`src/rtl/simd_sub_pipe.sv`:
```
// Two-stage pipelined SIMD subtractor (a - b - bin per lane, lanes 4x8 / 2x16 / 1x32).
// Optional macro SIMD_SUB_SAT_EN: lanes that borrow out saturate to zero.
module simd_sub_pipe #(
    parameter int W = 32,
    localparam int NCH = W / 8
) (
    input  logic           clk,
    input  logic           rst_n,
    input  logic           in_valid,
    output logic           in_ready,
    input  logic [W-1:0]   a,
    input  logic [W-1:0]   b,
    input  logic           bin,
    input  logic [1:0]     mode,
    output logic           out_valid,
    input  logic           out_ready,
    output logic [W-1:0]   result,
    output logic [NCH-1:0] borrow
);

    logic                  s2_adv;
    logic                  s1_adv;
    logic                  accept;

    logic                  s1_valid_q, s1_valid_d;
    logic [NCH-1:0][8:0]   s1_d0_q, s1_d0_d;
    logic [NCH-1:0][8:0]   s1_d1_q, s1_d1_d;
    logic [1:0]            s1_mode_q, s1_mode_d;
    logic                  s1_bin_q, s1_bin_d;

    logic                  s2_valid_q, s2_valid_d;
    logic [W-1:0]          s2_result_q, s2_result_d;
    logic [NCH-1:0]        s2_borrow_q, s2_borrow_d;

    logic                  is8;
    logic                  is16;
    logic                  chain;
    logic [8:0]            sel;
    logic [NCH-1:0]        lane_lsb;
    logic [NCH-1:0]        lane_top;
    logic [NCH-1:0]        bout;
    logic [W-1:0]          diff;
    logic [NCH-1:0]        bor_vis;
`ifdef SIMD_SUB_SAT_EN
    int                    sat_top;
`endif

    // Stage-wise flow control: a stage may load when it is empty or its consumer moves.
    always_comb begin
        s2_adv   = !s2_valid_q || out_ready;
        s1_adv   = !s1_valid_q || s2_adv;
        in_ready = s1_adv && rst_n;
        accept   = in_valid && in_ready;
    end

    always_comb begin
        s1_valid_d = s1_valid_q;
        s1_d0_d    = s1_d0_q;
        s1_d1_d    = s1_d1_q;
        s1_mode_d  = s1_mode_q;
        s1_bin_d   = s1_bin_q;
        if (s1_adv) begin
            s1_valid_d = accept;
        end
        if (accept) begin
            for (int i = 0; i < NCH; i++) begin
                s1_d0_d[i] = {1'b0, a[8*i +: 8]} - {1'b0, b[8*i +: 8]};
                s1_d1_d[i] = s1_d0_d[i] - 9'd1;
            end
            s1_mode_d = mode;
            s1_bin_d  = bin;
        end
    end

    // Borrow ripple across chunks; lane LSB chunks restart the chain from bin.
    always_comb begin
        is8      = (s1_mode_q == 2'b00);
        is16     = (s1_mode_q == 2'b01);
        chain    = s1_bin_q;
        sel      = '0;
        lane_lsb = '0;
        lane_top = '0;
        bout     = '0;
        diff     = '0;
        for (int i = 0; i < NCH; i++) begin
            lane_lsb[i] = is8 || (is16 && (i % 2 == 0)) || (i == 0);
            lane_top[i] = is8 || (is16 && (i % 2 == 1)) || (i == NCH - 1);
            if (lane_lsb[i]) begin
                chain = s1_bin_q;
            end
            sel            = chain ? s1_d1_q[i] : s1_d0_q[i];
            diff[8*i +: 8] = sel[7:0];
            bout[i]        = sel[8];
            chain          = sel[8];
        end
        bor_vis = bout & lane_top;
`ifdef SIMD_SUB_SAT_EN
        sat_top = 0;
        for (int i = 0; i < NCH; i++) begin
            sat_top = is8 ? i : (is16 ? (i | 1) : NCH - 1);
            if (bout[sat_top]) begin
                diff[8*i +: 8] = '0;
            end
        end
`endif
    end

    always_comb begin
        s2_valid_d  = s2_valid_q;
        s2_result_d = s2_result_q;
        s2_borrow_d = s2_borrow_q;
        if (s2_adv) begin
            s2_valid_d = s1_valid_q;
            if (s1_valid_q) begin
                s2_result_d = diff;
                s2_borrow_d = bor_vis;
            end
        end
    end

    always_ff @(posedge clk) begin
        if (!rst_n) begin
            s1_valid_q  <= 1'b0;
            s1_d0_q     <= '0;
            s1_d1_q     <= '0;
            s1_mode_q   <= 2'b00;
            s1_bin_q    <= 1'b0;
            s2_valid_q  <= 1'b0;
            s2_result_q <= '0;
            s2_borrow_q <= '0;
        end else begin
            s1_valid_q  <= s1_valid_d;
            s1_d0_q     <= s1_d0_d;
            s1_d1_q     <= s1_d1_d;
            s1_mode_q   <= s1_mode_d;
            s1_bin_q    <= s1_bin_d;
            s2_valid_q  <= s2_valid_d;
            s2_result_q <= s2_result_d;
            s2_borrow_q <= s2_borrow_d;
        end
    end

    assign out_valid = s2_valid_q;
    assign result    = s2_result_q;
    assign borrow    = s2_borrow_q;

endmodule

```
`config.mk`:
```
export PLATFORM = sky130hd
export DESIGN_NAME = simd_sub_pipe
export DESIGN_NICKNAME = d
export VERILOG_FILES = /design/src/rtl/simd_sub_pipe.sv
export SDC_FILE = /design/constraint.sdc
export NUM_CORES = 1
export LEC_CHECK = 0
export CORE_ASPECT_RATIO = 0.7
export CORE_MARGIN = 1
export CORE_UTILIZATION = 58
export CTS_CLUSTER_DIAMETER = 50
export CTS_CLUSTER_SIZE = 12
export DETAILED_ROUTE_END_ITERATION = 7
export DONT_BUFFER_PORTS = 1
export PLACE_DENSITY_LB_ADDON = 0.25
export SYNTH_ARGS = -nofsm -noshare
export SYNTH_HDL_FRONTEND = slang
export SYNTH_SLANG_ARGS = --single-unit
export TNS_END_PERCENT = 100
```
`constraint.sdc`:
```
create_clock -name clk -period 2.3 [get_ports clk]
set_clock_uncertainty 0.05 [all_clocks]
set_input_delay 0.23 -clock clk [delete_from_list [all_inputs] [get_ports clk]]
set_output_delay 0.23 -clock clk [all_outputs]
set_load 0.01 [all_outputs]
```
==> metrics.md, run 1 <==
| Metric | Value |
|---|---|
| Status | finished clean |
| Mapped Cells | 761 |
| CTS tree | done |
| H-tree depth | 4 |
| Leak pwr | about 3.5 nW |
| Most frequent cells in the layout | dfxtp_1 (113), nand2_1 (85), o21ai_0 (66), nand3_1 (61), inv_1 (42) |
| Top post-synthesis cells by area | dfxtp_1 (35%), ha_1 (7.1%), mux2i_1 (5.8%) |
| PortBufs | 0 |
| Sequential share of power | 0.371 |
| RSZ-0062 raised after global routing | no |
| Worst-path clk slew | 0.05 ns |
| WP data arrival | about 2.4 ns |
| Mean Syn Cell Area | 8.57 um2 |
| Max-capacitance violation count | 0 |
| Dpl cell area | between 6000 and 7000 um2 |
| Total wire length | 14.2 mm |
| Min Tclk post-route | 2.20 ns |
| Post-synth ARST share | 0 |
| DRT Pass-1 Iters | 5 |
| Finished Layout Cells | about 920 |
| 1st-iter DRT viols | 363 |
| Pin count of the biggest net entering global routing | approximately 110 |
| Crit start category | flop |
| Final hold viol count | 0 |
| # DRC | 0 |
| Post-route cell area | roughly 7500 um2 |
| Initial core utilization | 0.614 |
| Synth area leader | dfxtp_1 |
| IO Pins | around 110 |
| Ys Warns | 0 |
| Share of cells above drive strength 1 | 0.105 |
| Fmax | 455 MHz |
| Synth top area share | 0.347 |
| Flop and latch count out of synthesis | 113 |
| Tcrit/Tclk final | 0.956 |
| Worst min path class | in2reg |
| Seq/Total Area, Yosys | 0.347 |
| Setup crit end kind | flop |
| Hold depth | 2 |
| Post-synth EDFFs | 0 |
| Synthesized cell area | 6530 um2 |
| Worst relative slew slack | 0.659 |
| Post-CTS setup repair buffer count | 0 |
| Hold_ws | 0.0172 ns |
| Drt wl/cell | approximately 15 um |
| CTS root buf | clkbuf_16 |
| Setup Crit Path Kind | reg2reg |
| CTS sink cnt | 113 |
| Die H | approximately 91 um |
| Sw frac | 0.268 |
| Synth-to-layout area growth | 14.3% |
| Mapped Nets | ~870 |
| Routed Antenna Nets | 0 |
| Crit Path Max Fanout | 9 |
| Clock tree buffer depth | 2 |
| Synth Flop Type | dfxtp_1 |
| Worst-margin pin slew | about 0.5 ns |
| NetSw | 0.00166 W |
| Dpl hpwl | 10.0 mm |
| Total Neg Setup Slack | 0 ns |
| Combinational share of power | 0.203 |
| Core area | 10600 um2 |
| Reg2Reg Depth | 7 |
| Final setup viols | 0 |
| Clock Latency Late Sink | 0.40 ns |
| Total track usage | 0.250 |
| Filler cell count | 812 |
| Multi-input combinational cell area | approximately 3900 um2 |
| Diode count | 0 |
| Grt ovf | 0 |
| First-pass GRT wire length | between 20 and 25 mm |
| Post-synth cell types | 74 |
| Vias | 5381 |
| Total CTS buffers | 17 |
| Gp weighted congestion | 0.828 |
| Vias in the first global route | 5032 |
| Leading cell type in the layout, fill and taps excluded | dfxtp_1 |
| # nets final | 875 |
| Cells after DPL | 885 |
| P per Cell Area | approximately 830 nW/um2 |
| Die Area | 11700 um2 |
| Vias/cell | 5.83 |
| Final core occ | 0.702 |
| Int Pwr | 0.00455 W |
| Seq. cell area | about 2300 um2 |
| VDD IR max | 0.628 mV |
| Clock power share | 0.427 |
| Count of pins over their slew limit | 0 |
| Initial antenna violation count | 0 |
| Critical Path RT | 2.53 ns |
| Cell Rows | 31 |
| DIE WIDTH | 129 um |
-- layout make-up --
class | instances | area share
Sequential cell | 113 | 0.303
Timing Repair Buffer | 31 | 0.0413
Clock inverter | 5 | 0.0134
Clock buffer | 25 | 0.0678
Tap cell | 148 | 0.0248
Inverter | 43 | 0.0216
Multi-Input combinational cell | 558 | 0.528
-- through the flow --
stage	setup WS (ns)	total power, W
3_5_place_dp	-0.0806	0.00354
2_1_floorplan	0.00561	0.00327
3_3_place_gp	-0.0247	0.00349
4_1_cts	0.0392	0.00625
5_1_grt	0.00505	0.00652
6_report	0.102	0.00622
-- critical path: stages (launching register included) --
cell and delay [ns]:
dfxtp_1 0.46, mux2i_1 0.31, mux2i_1 0.34, a21oi_1 0.12, a21oi_1 0.18, buf_4 0.24, mux2i_1 0.27, a21oi_1 0.11
-- power groups by stage --
stage | Sequential [W] | Combinational [W] | Clock (W)
after floorplan | 0.00230 | 0.000965 | 0
after global placement | 0.00233 | 0.00116 | 0
after detailed placement | 0.00234 | 0.00120 | 0
after CTS | 0.00230 | 0.00126 | 0.00269
after global routing | 0.00232 | 0.00140 | 0.00280
final | 0.00230 | 0.00126 | 0.00266
-- what timing repair did --
item / in CTS / in global routing
gates resized for setup: 0 / 2
setup endpoints to repair: 0 / 2
endpoints found under the hold margin: 112 / 0
hold buffers: 8 / 0
-- flip-flops by register name, summed over array words and instances, names as in the netlist --
name,flops
out_valid,1
result,32
borrow,4
s1_valid_q,1
s1_d0_q,36
s1_d1_q,36
s1_bin_q,1
s1_mode_q,2
-- layer usage --
metal	up-vias	part of all wire	track usage	wire length, um
met5	-	0	0	0
met4	0	0.0096	0.0637	136
met3	15	0.050	0.0664	710
met2	127	0.45	0.388	6460
met1	2558	0.49	0.340	6920
li1	2681	-	-	-
-- worst paths after layout --
path | from | to | slack, ns
max | s1_bin_q | result[29] | 0.10
min | out_ready | out_valid | 0.02
max reg2reg | s1_bin_q | result[29] | 0.10
min reg2reg | s1_d0_q[33] | s1_d0_q[33] | 0.41
-- synthesized netlist by cell type, types with 9 or more instances --
library cell  instances
clkbuf_1             34
a21oi_1              25
o21ai_0              66
o211a_1              33
nor2_1               25
xor2_1               26
ha_1                 37
dfxtp_1             113
inv_1                43
o21ai_1              11
nand2_1              86
xnor2_1              17
mux2i_1              38
nor2b_1              14
and2_1                9
nand3_1              61
-- cell families after synthesis --
kind of cell               share of synthesized area
and+or+nand+nor                                0.185
AOI/OAI and AO/OA                              0.206
xor gates and xnor gates                      0.0644
buffers and inverters                         0.0552
DFF                                            0.347
muxes                                         0.0623
adders and majority gates                     0.0802
Power figures use the tool's default switching activity.
==> inputs of run 2 (changes only) <==
CORE_UTILIZATION = 45   (was 58)
MAX_ROUTING_LAYER = met4   (was not set)
==> metrics.md, run 2 (same netlist as run 1, synthesis figures left out) <==
| Metric | Value |
|---|---|
| Total CTS buffers | 17 (unchanged) |
| IO Pins | 109 (unchanged) |
| Worst flop-to-flop path startpoint | out_valid (was s1_bin_q) |
| Min Tclk post-route | 2.15 ns (was 2.20 ns) |
| Total Neg Setup Slack | 0 ns (unchanged) |
| RSZ-0062 raised after global routing | no (unchanged) |
| Setup crit end kind | flop (unchanged) |
| Crit start category | flop (unchanged) |
| Total track usage | 0.200 (was 0.250) |
| Hold depth | 2 (unchanged) |
| Family with the most delay on the worst path | buffers and inverters (was multiplexers) |
| WP data arrival | 2.38 ns (was 2.43 ns) |
| Share of cells above drive strength 1 | 0.105 (about the same) |
| Clock tree buffer depth | 2 (unchanged) |
| Diode count | 0 (unchanged) |
| First-pass GRT wire length | 23.1 mm (was 23.2 mm) |
| Top Metal Used | met4 (unchanged) |
| Synth-to-layout area growth | 14.2% (was 14.3%) |
| Gp weighted congestion | 0.852 (was 0.828) |
| Worst relative slew slack | 0.721 (was 0.659) |
| Critical Path RT | 2.53 ns (about the same) |
| Count of pins over their slew limit | 0 (unchanged) |
| Total wire length | 14.4 mm (was 14.2 mm) |
| DIE WIDTH | 146 um (was 129 um) |
| Dpl cell area | 6800 um2 (was 6750 um2) |
| Die H | 103 um (was 90.7 um) |
| P per Cell Area | 807 nW/um2 (was 834 nW/um2) |
| H-tree depth | 4 (unchanged) |
| Final hold viol count | 0 (unchanged) |
| Initial antenna violation count | 0 (unchanged) |
| Dpl hpwl | 10.3 mm (was 10.0 mm) |
| # DRC | 0 (unchanged) |
| Fmax | 465 MHz (was 455 MHz) |
| Vias in the first global route | 4837 (was 5032) |
| Most used cell, CP | nand2_1 |
| VDD IR max | 0.556 mV (was 0.628 mV) |
| Reg2Reg Depth | 7 (unchanged) |
| Final setup viols | 0 (unchanged) |
| Most frequent cells in the layout | dfxtp_1 (113), nand2_1 (85), o21ai_0 (66), nand3_1 (61), inv_1 (42) (unchanged) |
| Worst-path clk slew | 0.05 ns (about the same) |
| Reg-to-reg slack, setup | 0.15 ns (was 0.10 ns) |
| Buffers plus inverters on the worst setup path | 2 (was 1) |
| Clock Latency Late Sink | 0.40 ns (about the same) |
| Drt wl/cell | 15.0 um (was 15.4 um) |
| Vias/cell | 5.48 (was 5.83) |
| Initial core utilization | 0.464 (was 0.614) |
| Routed Antenna Nets | 0 (unchanged) |
| CTS sink cnt | 113 (unchanged) |
| CTS tree | done (unchanged) |
| 1st-iter DRT viols | 197 (was 363) |
| Leading cell type in the layout, fill and taps excluded | dfxtp_1 (unchanged) |
| Vias | 5273 (was 5381) |
| Hold_ws | 0.0486 ns (was 0.0172 ns) |
| Final core occ | 0.530 (was 0.702) |
| Core area | 14100 um2 (was 10600 um2) |
| Hold path start | out_ready (unchanged) |
| Worst-margin pin slew | 0.407 ns (was 0.508 ns) |
| Worst Hold End | out_valid (unchanged) |
| Pin count of the biggest net entering global routing | 112 (was 111) |
| Max-capacitance violation count | 0 (unchanged) |
| Setup Crit Path Kind | reg2reg (unchanged) |
| FF-to-FF End | s1_mode_q[1] (was result[29]) |
| Critical-path top delay cell | dlygate4sd3_1 (was dfxtp_1) |
| Worst min path class | in2reg (unchanged) |
| PortBufs | 0 (unchanged) |
| Tcrit/Tclk final | 0.934 (was 0.956) |
| Grt ovf | 0 (unchanged) |
| CP peak stage delay | 0.56 ns (was 0.46 ns) |
| Status | finished clean (unchanged) |
| # nets final | 874 (was 875) |
| CP Cell Sequence | nor2b_2 -> nand2_1 -> and3_1 -> buf_4 -> nand2_1 -> o21ai_0 -> dlygate4sd3_1 (was mux2i_1 -> mux2i_1 -> a21oi_1 -> a21oi_1 -> buf_4 -> mux2i_1 -> a21oi_1) |
| DRT Pass-1 Iters | 4 (was 5) |
| Met2 wire length | 6.33 mm (was 6.46 mm) |
| M1 WL | 7.23 mm (was 6.92 mm) |
| Cell Rows | 36 (was 31) |
| Post-route cell area | 7450 um2 (was 7460 um2) |
| Met3 WL | 743 um (was 710 um) |
| Crit Path Max Fanout | 38 (was 9) |
| Leak pwr | 3.46 nW (was 3.48 nW) |
| Die Area | 15000 um2 (was 11700 um2) |
| Total power | 0.00602 W (was 0.00622 W) |
| CTS root buf | clkbuf_16 (unchanged) |
-- run 2: cell count changes in the layout (fill, tap and decap cells not counted), sizes merged --
cell	previous run	this run
clkbuf	25	22
bufinv	3	2
clkinv	2	5
dlygate4sd3	7	6
-- run 2: repair_timing --
| item | 4_1_cts | 5_1_grt |
|---|---|---|
| setup endpoints to repair | 0 | 1 |
| hold buffers | 7 | 0 |
| hold endpoints to repair | 112 | 0 |
| resized for setup | 0 | 1 |
| buffers inserted | 0 | 0 |
-- run 2: final cells by class --
class / instances / area (um2)
flip-flops and latches: 113 / 2260
clock buffers: 22 / 474
fillers: 1320 / 6600
well taps: 190 / 238
repair buffers: 30 / 298
clock inverters: 7 / 85.1
inverters: 43 / 161
multi-input cells: 558 / 3940
-- run 2: stage by stage --
stage | setup slack, ns | cells
floorplan | 0.00561 | 761
global placement | -0.0632 | 927
detailed placement | -0.195 | 927
CTS | 0.0369 | 963
global route | 0.0789 | 963
finish | 0.151 | 963
-- run 2: metal layers --
metal  up-vias  global-route usage
met1      2468               0.260
met4         0              0.0559
met3        10              0.0549
met5         -                   -
li1       2684                   -
met2       111               0.305
-- run 2: worst max-delay path by stage --
stage / start / end / slack (ns) / depth (start not counted)
6_report: out_valid / s1_mode_q[1] / 0.15 / 7
2_1_floorplan: a[8] / s1_d1_q[17] / 0.006 / 10
3_5_place_dp: a[24] / s1_d1_q[35] / -0.20 / 11
5_1_grt: a[24] / s1_d1_q[35] / 0.08 / 11
3_3_place_gp: a[24] / s1_d1_q[35] / -0.06 / 11
4_1_cts: out_valid / s1_mode_q[1] / 0.04 / 7
-- run 2: where the power goes --
group / internal, W / switching [W]
Combinational: 0.000561 / 0.000697
Sequential: 0.00216 / 0.000137
Clock: 0.00165 / 0.000812
Total: 0.00437 / 0.00165
